--- src/rtl/rf_writeback_arbiter.sv ---
// Register-file write-port arbiter: merges single-cycle ALU results with
// buffered load returns and tracks in-flight loads for decode hazards.
module rf_writeback_arbiter #(
    parameter int DEPTH      = 4,
    parameter int STARVE_MAX = 3
) (
    input  logic        CLK,
    input  logic        RESET,
    input  logic        alu_valid,
    output logic        alu_ready,
    input  logic [4:0]  alu_rd,
    input  logic [31:0] alu_data,
    input  logic        lsu_valid,
    output logic        lsu_ready,
    input  logic [4:0]  lsu_rd,
    input  logic [31:0] lsu_data,
    input  logic        ld_issue,
    input  logic [4:0]  ld_issue_rd,
    input  logic [4:0]  rs1,
    input  logic [4:0]  rs2,
    input  logic [4:0]  dec_rd,
    output logic        hazard,
    output logic [4:0]  A3,
    output logic [31:0] WD3,
    output logic        WE3,
    output logic [31:0] pending
);
    localparam int AW = $clog2(DEPTH);
    localparam int CW = AW + 1;
    localparam int SW = (STARVE_MAX < 1) ? 1 : $clog2(STARVE_MAX + 1);

    typedef struct packed {
        logic [4:0]  rd;
        logic [31:0] data;
    } wb_t;

    wb_t           mem [DEPTH];
    wb_t           head;
    logic [AW-1:0] rptr, wptr;
    logic [CW-1:0] count;
    logic [SW-1:0] starve, starve_nxt;
    logic [31:0]   pend_nxt;
    logic          fifo_ne, full, force_fifo, alu_win, fifo_win, push;

    assign fifo_ne    = (count != '0);
    assign full       = (count == CW'(DEPTH));
    assign head       = mem[rptr];
    // The FIFO gets a guaranteed slot once the ALU has hogged the port long enough.
    assign force_fifo = fifo_ne && (starve == SW'(STARVE_MAX));
    assign alu_win    = alu_valid && !force_fifo;
    assign fifo_win   = fifo_ne && !alu_win;
    // Handshakes are held low while in reset so nothing is lost or falsely accepted.
    assign alu_ready  = alu_win && !RESET;
    assign lsu_ready  = !full && !RESET;
    // Loads to x0 are acknowledged but dropped.
    assign push       = lsu_valid && lsu_ready && (lsu_rd != 5'd0);
    // pending[0] is held at zero, so x0 can never raise a hazard.
    assign hazard     = pending[rs1] | pending[rs2] | pending[dec_rd];

    // Load-data storage; contents are don't-care until the pointers say otherwise.
    always_ff @(posedge CLK) begin
        if (push) mem[wptr] <= '{rd: lsu_rd, data: lsu_data};
    end

    // FIFO pointers and occupancy; power-of-two depth makes pointer wrap free.
    always_ff @(posedge CLK or posedge RESET) begin
        if (RESET) begin
            rptr  <= '0;
            wptr  <= '0;
            count <= '0;
        end else begin
            if (push)     wptr <= wptr + AW'(1);
            if (fifo_win) rptr <= rptr + AW'(1);
            case ({push, fifo_win})
                2'b10:   count <= count + CW'(1);
                2'b01:   count <= count - CW'(1);
                default: count <= count;
            endcase
        end
    end

    // Starve counter: counts ALU wins over a waiting FIFO; it cannot pass
    // STARVE_MAX because reaching it forces a FIFO win that clears it.
    always_comb begin
        starve_nxt = '0;
        if (alu_win && fifo_ne) starve_nxt = starve + SW'(1);
    end

    // Scoreboard next state: drain clears, issue sets, and set wins a tie.
    always_comb begin
        pend_nxt = pending;
        if (fifo_win) pend_nxt[head.rd] = 1'b0;
        if (ld_issue) pend_nxt[ld_issue_rd] = 1'b1;
        pend_nxt[0] = 1'b0;
    end

    // Registered write port plus arbitration and scoreboard state.
    always_ff @(posedge CLK or posedge RESET) begin
        if (RESET) begin
            A3      <= '0;
            WD3     <= '0;
            WE3     <= 1'b0;
            starve  <= '0;
            pending <= '0;
        end else begin
            starve  <= starve_nxt;
            pending <= pend_nxt;
            if (alu_win) begin
                A3  <= alu_rd;
                WD3 <= alu_data;
                WE3 <= (alu_rd != 5'd0);
            end else if (fifo_win) begin
                A3  <= head.rd;
                WD3 <= head.data;
                WE3 <= 1'b1;
            end else begin
                WE3 <= 1'b0;
            end
        end
    end
endmodule

--- config.mk ---
export PLATFORM = sky130hd
export DESIGN_NAME = rf_writeback_arbiter
export DESIGN_NICKNAME = d
export VERILOG_FILES = /design/src/rtl/rf_writeback_arbiter.sv
export SDC_FILE = /design/constraint.sdc
export NUM_CORES = 1
export LEC_CHECK = 0
export BUFFER_PORTS_ARGS = -buffer_cell sky130_fd_sc_hd__buf_4
export CELL_PAD_IN_SITES_DETAIL_PLACEMENT = 1
export CELL_PAD_IN_SITES_GLOBAL_PLACEMENT = 1
export CORE_MARGIN = 10
export CORE_UTILIZATION = 45
export CTS_BUF_LIST = sky130_fd_sc_hd__clkbuf_4 sky130_fd_sc_hd__clkbuf_8 sky130_fd_sc_hd__clkbuf_16
export DETAILED_ROUTE_END_ITERATION = 6
export HOLD_SLACK_MARGIN = 0.02
export MAX_ROUTING_LAYER = met4
export PLACE_DENSITY = 0.88
export RECOVER_POWER = 100
export SLEW_MARGIN = 20
export SYNTH_ARGS = -nofsm -noshare
export SYNTH_HDL_FRONTEND = slang
export SYNTH_SLANG_ARGS = --single-unit
--- constraint.sdc ---
create_clock -name CLK -period 2.55 [get_ports CLK]
set_input_delay 0.1275 -clock CLK [delete_from_list [all_inputs] [get_ports CLK]]
set_output_delay 0.1275 -clock CLK [all_outputs]
set_load 0.01 [all_outputs]
* Word-level counts from Yosys, hierarchy flattened
Memories as Yosys holds them, arrays and structs flattened.
Index checks and enable logic that the tools add are counted.
** Storage, ports and cells
- Latch bits :: 0
- Logic and storage cells :: 71
- Flip-flop bits (word level) :: 78
- Output and inout port bits :: 73
- Memories kept :: 1
- ROM bits :: 0
- Bits in writable memories :: 148
** Operators by class
- Eq/ne operators :: 4
- Multiplexer cells :: 22
- Divide/modulo/power cells :: 0
- Add/subtract/negate cells :: 5
- Shift operators :: 0
- Multiply operators :: 0
- Bitwise logic cells :: 5
- Reductions and logical operators :: 19
- Magnitude comparators :: 7
** Memories
- mem :: depth 4, bits a word 37, read ports 1, clocked after memory_dff 0, write ports 1, line 37 : wb_t mem [DEPTH];
** Operators by type and width (number)
- $mux W32 :: 4
- $and A32 B32 Y32 :: 1
- $not A32 Y32 :: 1
- $or A32 B32 Y32 :: 1
- $lt A5 B6 Y1 const B :: 5
- $bmux W1 S5 :: 3
- $demux W1 S5 :: 2
- $ge A5 B1 Y1 const B :: 2
- $logic_and A1 B1 Y1 :: 10
- $mux W5 :: 2
- $reduce_bool A5 Y1 :: 2
- $mux W1 :: 9
- $add A2 B1 Y2 const B :: 3
- $pmux W3 S2 :: 1
- $eq A2 B2 Y1 const B :: 2
- $logic_not A1 Y1 :: 4
- $reduce_bool A2 Y1 :: 2
- $add A3 B1 Y3 const B :: 1
- $eq A3 B3 Y1 const B :: 1
- $reduce_bool A3 Y1 :: 1
- $sub A3 B1 Y3 const B :: 1
- $eq A2 B1 Y1 const B :: 1
- $mux W2 :: 1
- $or A1 B1 Y1 :: 2

* Longest topological paths before layout
Gate-level depths: netlist of run 1.
An unclocked memory read counts as a cell.
- Word-level depth :: 10
- Depth in mapped cells :: 10
- Depth with buffers taken out :: 10

* Worst setup path after synthesis of run 1
OpenSTA, ideal clock, no wires.
- Kind :: register to register
- Start point :: register count[0]
- End point :: memory mem[2][0] in the netlist's numbering, enable pin
- Period minus slack after synthesis :: 2.522 ns
- Arrival time :: 2.125 ns
- Setup time :: 0.398 ns
- Buffers on the path :: 0
- Cell stages (with the launch flop) :: 6
- Slack :: 0.028 ns
- Cells stage by stage :: dfrtp_1 > nor2_1 > a21oi_1 > nand2_1 > a21oi_1 > and2_1
** On the way
- Cells in the longest elaborated chain, start to end :: 7
** RTL lines
- start: declaration :: line 40 : logic [CW-1:0] count;
- start signal: assignment :: line 75 : 2'b10: count <= count + CW'(1);
- start signal: assignment :: line 76 : 2'b01: count <= count - CW'(1);
- start signal: assignment :: line 77 : default: count <= count;
- $eq A3 B3 Y1 :: line 46 : assign full = (count == CW'(DEPTH));
- $logic_not A1 Y1 :: line 54 : assign lsu_ready = !full && !RESET;
- $logic_and A1 B1 Y1 :: line 54
- via lsu_ready :: line 14 : output logic lsu_ready,
- $logic_and A1 B1 Y1 (2 in series) :: line 56 : assign push = lsu_valid && lsu_ready && (lsu_rd != 5'd0);
- $mux W1 :: line 62 : if (push) mem[wptr] <= '{rd: lsu_rd, data: lsu_data};
- $mux W1 (implied by the code) :: line 62
- end: declaration :: line 37
The timed path passes the listed nets, and every way through them passes these cells.

* Worst setup path after layout of run 1
- Start point :: register pending[15]
- End point :: output port hazard
** On the way
- Cells in the longest elaborated chain, start to end :: 4
** RTL lines
- start: declaration :: line 26 : output logic [31:0] pending
- start signal: assignment :: line 107 : pending <= pend_nxt;
- $bmux W1 S5 :: line 58 : assign hazard = pending[rs1] | pending[rs2] | pending[dec_rd];
- $mux W1 (implied by the code) :: line 58
- $or A1 B1 Y1 :: line 58
- $or A1 B1 Y1 (*) :: line 58
- end: declaration :: line 22 : output logic hazard,
Every way passes the cells marked *; elsewhere a longest branch is shown, timed or not. The select of a mux whose other input is x is not followed.

==> impl_results.md, run 1 <==
- WP data required: 2420 ps
- Hpwl dp: between 15000 and 20000 um
- Most common cell after layout, fill and taps aside: edfxtp_1
- Die Span X: 167 um
- Hold/Removal Path Class: in -> reg
- Total CTS buffers: 24
- Status: finished with violations
- Hold Slack: ~51 ps
- Minimum clock period after layout: 2630 ps
- Most used cells in the layout excluding fill and tap cells: 148 x edfxtp_1, 102 x clkbuf_1, 94 x o21ai_0
- Drt total wl: 34300 um
- Die Area: 28000 um2
- Leading area contributor after synthesis: edfxtp_1
- Residual DRC: 0
- First-pass GRT wire length: 51500 um
- Fin nets: 1003
- Power density over cell area: around 1100 nW/um2
- Synthesis warning total: 0
- Final instance area: 12700 um2
- Post-Place Cells: 1053
- CTS tree: built
- Final Cycle Share: 103%
- Synth async-reset ratio: 34.5%
- Synthesized Nets: between 700 and 800
- Register area share after synthesis: 65.6%
- Die height: 167 um
- Met3 Routed Length: 2670 um
- Failing checks: capacitance limit, slew limit, setup timing
- Routed length on met2: ~17000 um
- Worst r2r src: count[0]
- Non-filler cells, final: 1194
- Max Transition Viols Final: 46
- Syn Area/Cell: 15.6 um2
- # clock sinks: 226
- M1 wire length: 13300 um
- Vias: 7152
- Reg clk slew, reported paths: 60 ps
- Yosys cell types: 50
- Global route total overflow: 0
- Area delta synth->final: 30.2%
- Post-synthesis cell area: roughly 10000 um2
- Routed Antenna Nets: 0
- CP Capture Type: output pin
- H-tree Lvls: 1
- Syn Inst Count: 625
- Unrepaired setup endpoints after global routing: yes
- Total core area: 21200 um2
- Setup Skew: ~16 ps
- Slew at the pin closest to its max-slew limit: 1920 ps
- Top sig layer: met4
- Max Cap Violations: 1
- Seq cells post-synth: 226
- Area contributors post-synth: edfxtp_1 46%, dfrtp_1 20%, mux4_2 11%
- Max frequency: 380 MHz
- Initial Utilization: 46.1%
- Root Driver: clkbuf_16
- Wire per inst: approximately 29 um
- Final hold vios: 0
- Later-pin clock latency in the skew report: ~520 ps
- Min-delay src: ld_issue_rd[1]
- IO Pins: between 150 and 200
- Clock buffer depth: 3
- DR pass1 iterations: 7
- Cell Rows: 53
- Top FF cell, synth: edfxtp_1
- TNS Setup: -79.3 ps
- WP data arrival: 2500 ps
- CP Max Fanout: 4
- Port Buffer Count: 170
- Peak supply drop: 0.000710 V
- First DRT Iteration DRCs: 645
- Max-slew headroom: -28.2%
- Pin count of the biggest net entering global routing: 67
- Worst setup margin: -79.3 ps
- GP Congestion: between 0.9 and 1
- Top cell type's share of synthesized area: approximately 46%
- Vias in the first global route: 7897
- Initial antenna violation count: 4
- WS Path Type: reg -> out
- Share of layout cells above drive strength 1: 22.5%
- Static Leakage: roughly 4.7 nW
- Startpoint Class: register
- Via density: 5.99
- GRT Overall Usage: approximately a quarter
- EDFF count, synth: 148
- Placed instance area: 11400 um2
- CP Launch Point: pending[15]
- Setup Viol. Count Final: 1
-- worst paths after layout --
path	slack, ps	end	depth (start not counted)
worst min-delay path	50	pending[8]	3
worst max register to register	50	mem[2][4]	7
max in group asynchronous	440	pending[25]	3
worst max-delay path	-80	hazard	7
worst min register to register	470	starve[0]	1
min in group asynchronous	860	pending[12]	3
-- synth_stat cells (2+ instances only) --
cell and n:
o2111ai_1 2, a221oi_1 2, inv_1 5, or3_1 3
clkbuf_1 13, edfxtp_1 148, or4_1 2, or3b_2 2
nor2_1 15, nor3_1 4, dfrtp_1 78, nor2b_1 6
xor2_1 2, mux2i_1 49, mux4_1 5, nand2b_1 10
buf_6 5, nand2_1 52, xnor2_1 4, and3_1 2
o21ai_0 94, and2_1 6, mux2_2 6, buf_2 10
mux4_2 47, o22ai_1 3, nand3_1 6, ha_1 6
a21oi_1 9, nand3b_1 9
-- flip-flops by register name, summed over array words and instances (netlist names) --
name	flops
mem	148
wptr	2
starve	2
pending	31
WE3	1
rptr	2
count	3
A3	5
WD3	32
-- area by class of cell --
type,instances,area (um2)
Tap cell,275,344
Clock buffer,39,743
Timing Repair Buffer,277,1970
Multi-Input combinational cell,363,3190
Antenna cell,4,10.0
Sequential cell,226,6400
Inverter,5,18.8
Clock inverter,5,25.0
Fill cell,2029,8450
-- what timing repair did --
action	in CTS	in global routing
setup buffers	15	0
hold endpoints to repair	242	0
endpoints found under the setup margin	2	2
pin swaps	4	0
hold buffers	78	0
resized for setup	8	4
-- critical path: stages, from the launching register on --
cell and delay [ps]:
dfrtp_1 430, buf_6 140, mux4_2 470, nand2b_4 150, nand4b_1 90, nand3_1 80, or4_4 490, buf_6 140
-- per-layer routing --
| metal | up-vias | global-route usage, % |
|---|---|---|
| met2 | 397 | 41.5 |
| met1 | 3704 | 29.4 |
| met3 | 71 | 4.38 |
| met4 | 0 | 5.68 |
| li1 | 2980 | - |
| met5 | - | - |
-- cell families (layout without fill, tap and decap cells) --
group | Yosys count | after routing | share of synthesized area [%]
and+or+nand+nor | 123 | 123 | 6.32
adders and majority gates | 7 | 7 | 0.975
AOI/OAI and AO/OA | 119 | 119 | 6.62
other | 1 | 5 | 0.0384
xor gates and xnor gates | 6 | 6 | 0.539
muxes | 107 | 107 | 17.9
buffers and inverters | 36 | 326 | 2.04
DFF | 226 | 226 | 65.6
-- metrics by stage --
step | worst slack [ps] | power [mW] | util [%]
6_report | -79.3 | 13.7 | 60.1
5_1_grt | -145 | 14.3 | 60.1
4_1_cts | -75.0 | 13.9 | 61.9
3_5_place_dp | 315 | 10.1 | 53.9
3_3_place_gp | 389 | 9.85 | 53.9
2_1_floorplan | 27.5 | 7.93 | -
-- power breakdown --
part	switching, mW	internal (mW)	total [mW]
Clock	1.45	1.99	3.45
Combinational	2.58	2.06	4.64
Sequential	0.804	4.81	5.61
Note: power is estimated with default switching activity, not from simulation.
==> run 2, diff against run 1 <==
--- a/config.mk
+++ b/config.mk
@@ -9,12 +9,12 @@
 export CELL_PAD_IN_SITES_DETAIL_PLACEMENT = 1
 export CELL_PAD_IN_SITES_GLOBAL_PLACEMENT = 1
 export CORE_MARGIN = 10
-export CORE_UTILIZATION = 45
+export CORE_UTILIZATION = 46
 export CTS_BUF_LIST = sky130_fd_sc_hd__clkbuf_4 sky130_fd_sc_hd__clkbuf_8 sky130_fd_sc_hd__clkbuf_16
 export DETAILED_ROUTE_END_ITERATION = 6
 export HOLD_SLACK_MARGIN = 0.02
 export MAX_ROUTING_LAYER = met4
-export PLACE_DENSITY = 0.88
+export PLACE_DENSITY = 0.89
 export RECOVER_POWER = 100
 export SLEW_MARGIN = 20
 export SYNTH_ARGS = -nofsm -noshare
==> run 2 against run 1 <==
  * Largest cell class unchanged
  * Core utilization up 1.5 points
  * Critical endpoint unchanged
  * Maximum frequency fell by 1.7%
  * Worst hold slack improved by 14 ps
  * Highest routed layer unchanged
  * The flow still finishes with violations (capacitance limit, slew limit, setup timing)
  * Critical path type unchanged
  * First-iteration DRC count grew 17%
  * Sequential share of layout area fell by 0.75 points
  * Flip-flop and latch count is the same
  * Clock skew rose by 18 ps
  * Combinational power up 4%
==> impl_results.md, run 2 (synthesized netlist as in run 1, its figures left out) <==
- Status: finished with violations
- Failing checks: capacitance limit, slew limit, setup timing
- CP Capture Type: output pin
- First DRT Iteration DRCs: around 750
- Power density over cell area: ~1100 nW/um2
- Critical path cell sequence: buf_4 -> mux4_2 -> mux2i_2 -> o32ai_2 -> or4_4 -> buf_6
- Largest registers: mem: 148 flops, WD3: 32 flops, pending: 31 flops
- Most used cells in the layout excluding fill and tap cells: 148 x edfxtp_1, 120 x buf_4, 94 x o21ai_0
- H-tree Lvls: 1
- Initial Utilization: 46.6%
- GP Congestion: 0.884
- DR pass1 iterations: 5
- Pin count of the biggest net entering global routing: 67
- Root Driver: clkbuf_16
- Worst setup margin: -126 ps
- WS Path Type: reg -> out
- Clock buffer depth: 3
- Final hold vios: 0
- Non-filler cells, final: 1203
- Share of layout cells above drive strength 1: 26.0%
- Worst r2r src: count[0]
- CP bufs+invs: 2
- WP data required: 2420 ps
- Via density: 5.90
- Vias: 7097
- Placed instance area: 11400 um2
- Cell family with most CP delay: multiplexers
- Drt total wl: 34000 um
- Total core area: 21000 um2
- CP Max Fanout: 4
- Residual DRC: 0
- Most common cell after layout, fill and taps aside: edfxtp_1
- Total CTS buffers: 24
- Max frequency: approximately 370 MHz
- Die height: 166 um
- Cell Rows: 53
- Largest stage delay on the critical path: 530 ps
- Worst hold path stage count: 3
- Number of flip-flops in the largest register: roughly 150
- Die Area: 27400 um2
- Setup Viol. Count Final: 1
- Total Power: ~14 mW
- Fin nets: 1012
- Max Transition Viols Final: 35
- Reg clk slew, reported paths: about 70 ps
- Minimum clock period after layout: 2680 ps
- Max Cap Violations: 1
- Worst path depth: 6
- Area delta synth->final: 32.2%
- Startpoint Class: register
- WP data arrival: 2550 ps
- Hold/Removal Path Class: in -> reg
- Min-delay src: alu_valid
- Setup Skew: roughly 34 ps
- Routed Antenna Nets: 0
- GRT Overall Usage: about a quarter
- # clock sinks: 226
- Static Leakage: 4.85 nW
- FF-to-FF path depth: 7
- Slowest CP cell: or4_4
- Wire per inst: roughly 28 um
- Fillers: slightly above 2000
- Largest Register: mem
- First-pass GRT wire length: slightly above 50000 um
- Reg2reg setup slack: 210 ps
- Final Cycle Share: 105%
- Unrepaired setup endpoints after global routing: yes
- Slew at the pin closest to its max-slew limit: 1540 ps
- Max-slew headroom: -3.45%
- WHS Endpoint: A3[4]
- Die Span X: 166 um
- CTS tree: built
- Peak supply drop: about 0.00066 V
- Final instance area: 12900 um2
- Hpwl dp: 19700 um
- Later-pin clock latency in the skew report: about 540 ps
- Initial antenna violation count: 4
- Reg2reg end: WE3
- Port Buffer Count: 170
- IO Pins: between 150 and 200
- Global route total overflow: 0
- Post-Place Cells: 1055
- Vias in the first global route: 7949
==> run 2: cell type report <==
cell class | instances | area [um2] | share of cell area [%]
sequential | 226 | 6400 | 49.6
antenna | 4 | 10.0 | 0.0776
multi-input combinational | 363 | 3200 | 24.8
tap | 275 | 344 | 2.67
inverter | 5 | 20.0 | 0.155
clock inverter | 12 | 148 | 1.14
clock buffer | 32 | 667 | 5.17
timing repair buffer | 286 | 2110 | 16.3
==> run 2: through the flow <==
| stage | worst slack [ps] | setup TNS (ps) | hold WS (ps) | utilization, % |
|---|---|---|---|---|
| 2_1_floorplan | 27.5 | 0 | 226 | - |
| 5_1_grt | -189 | -189 | 76.8 | 61.5 |
| 4_1_cts | -69.2 | -69.2 | 22.0 | 62.8 |
| 3_5_place_dp | 337 | 0 | 246 | 54.3 |
| 6_report | -126 | -126 | 65.4 | 61.5 |
| 3_3_place_gp | 403 | 0 | 240 | 54.3 |
==> run 2: worst min-delay path, cell delays in order <==
cell and delay [ps]:
buf_4 150, o22ai_1 100, a21oi_1 150
==> run 2: repair_timing <==
item | 4_1_cts | 5_1_grt
endpoints found under the setup margin | 1 | 3
pin swaps | 3 | 7
gates resized for setup | 7 | 7
buffers inserted | 12 | 3
hold buffers | 85 | 0
endpoints found under the hold margin | 235 | 0
==> run 2: worst max-delay path by stage <==
stage / startpoint / to
global route: pending[18] / hazard
floorplan: count[0] / mem[2][0]
finish: pending[23] / hazard
CTS: pending[15] / hazard
global placement: rs2[1] / hazard
detailed placement: count[0] / count[2]
==> run 2: per-layer routing <==
metal	wire length (um)	GRT usage, %
met1	12900	28.6
met2	18000	41.7
met3	2100	4.00
met5	0	-
met4	1040	8.17
==> run 2: power by group <==
part           internal [mW]  total (mW)  switching (mW)
Combinational           2.23        4.83            2.60
Clock                   2.16        3.69            1.53
Sequential              4.80        5.60           0.801
Total                   9.19        14.1            4.93
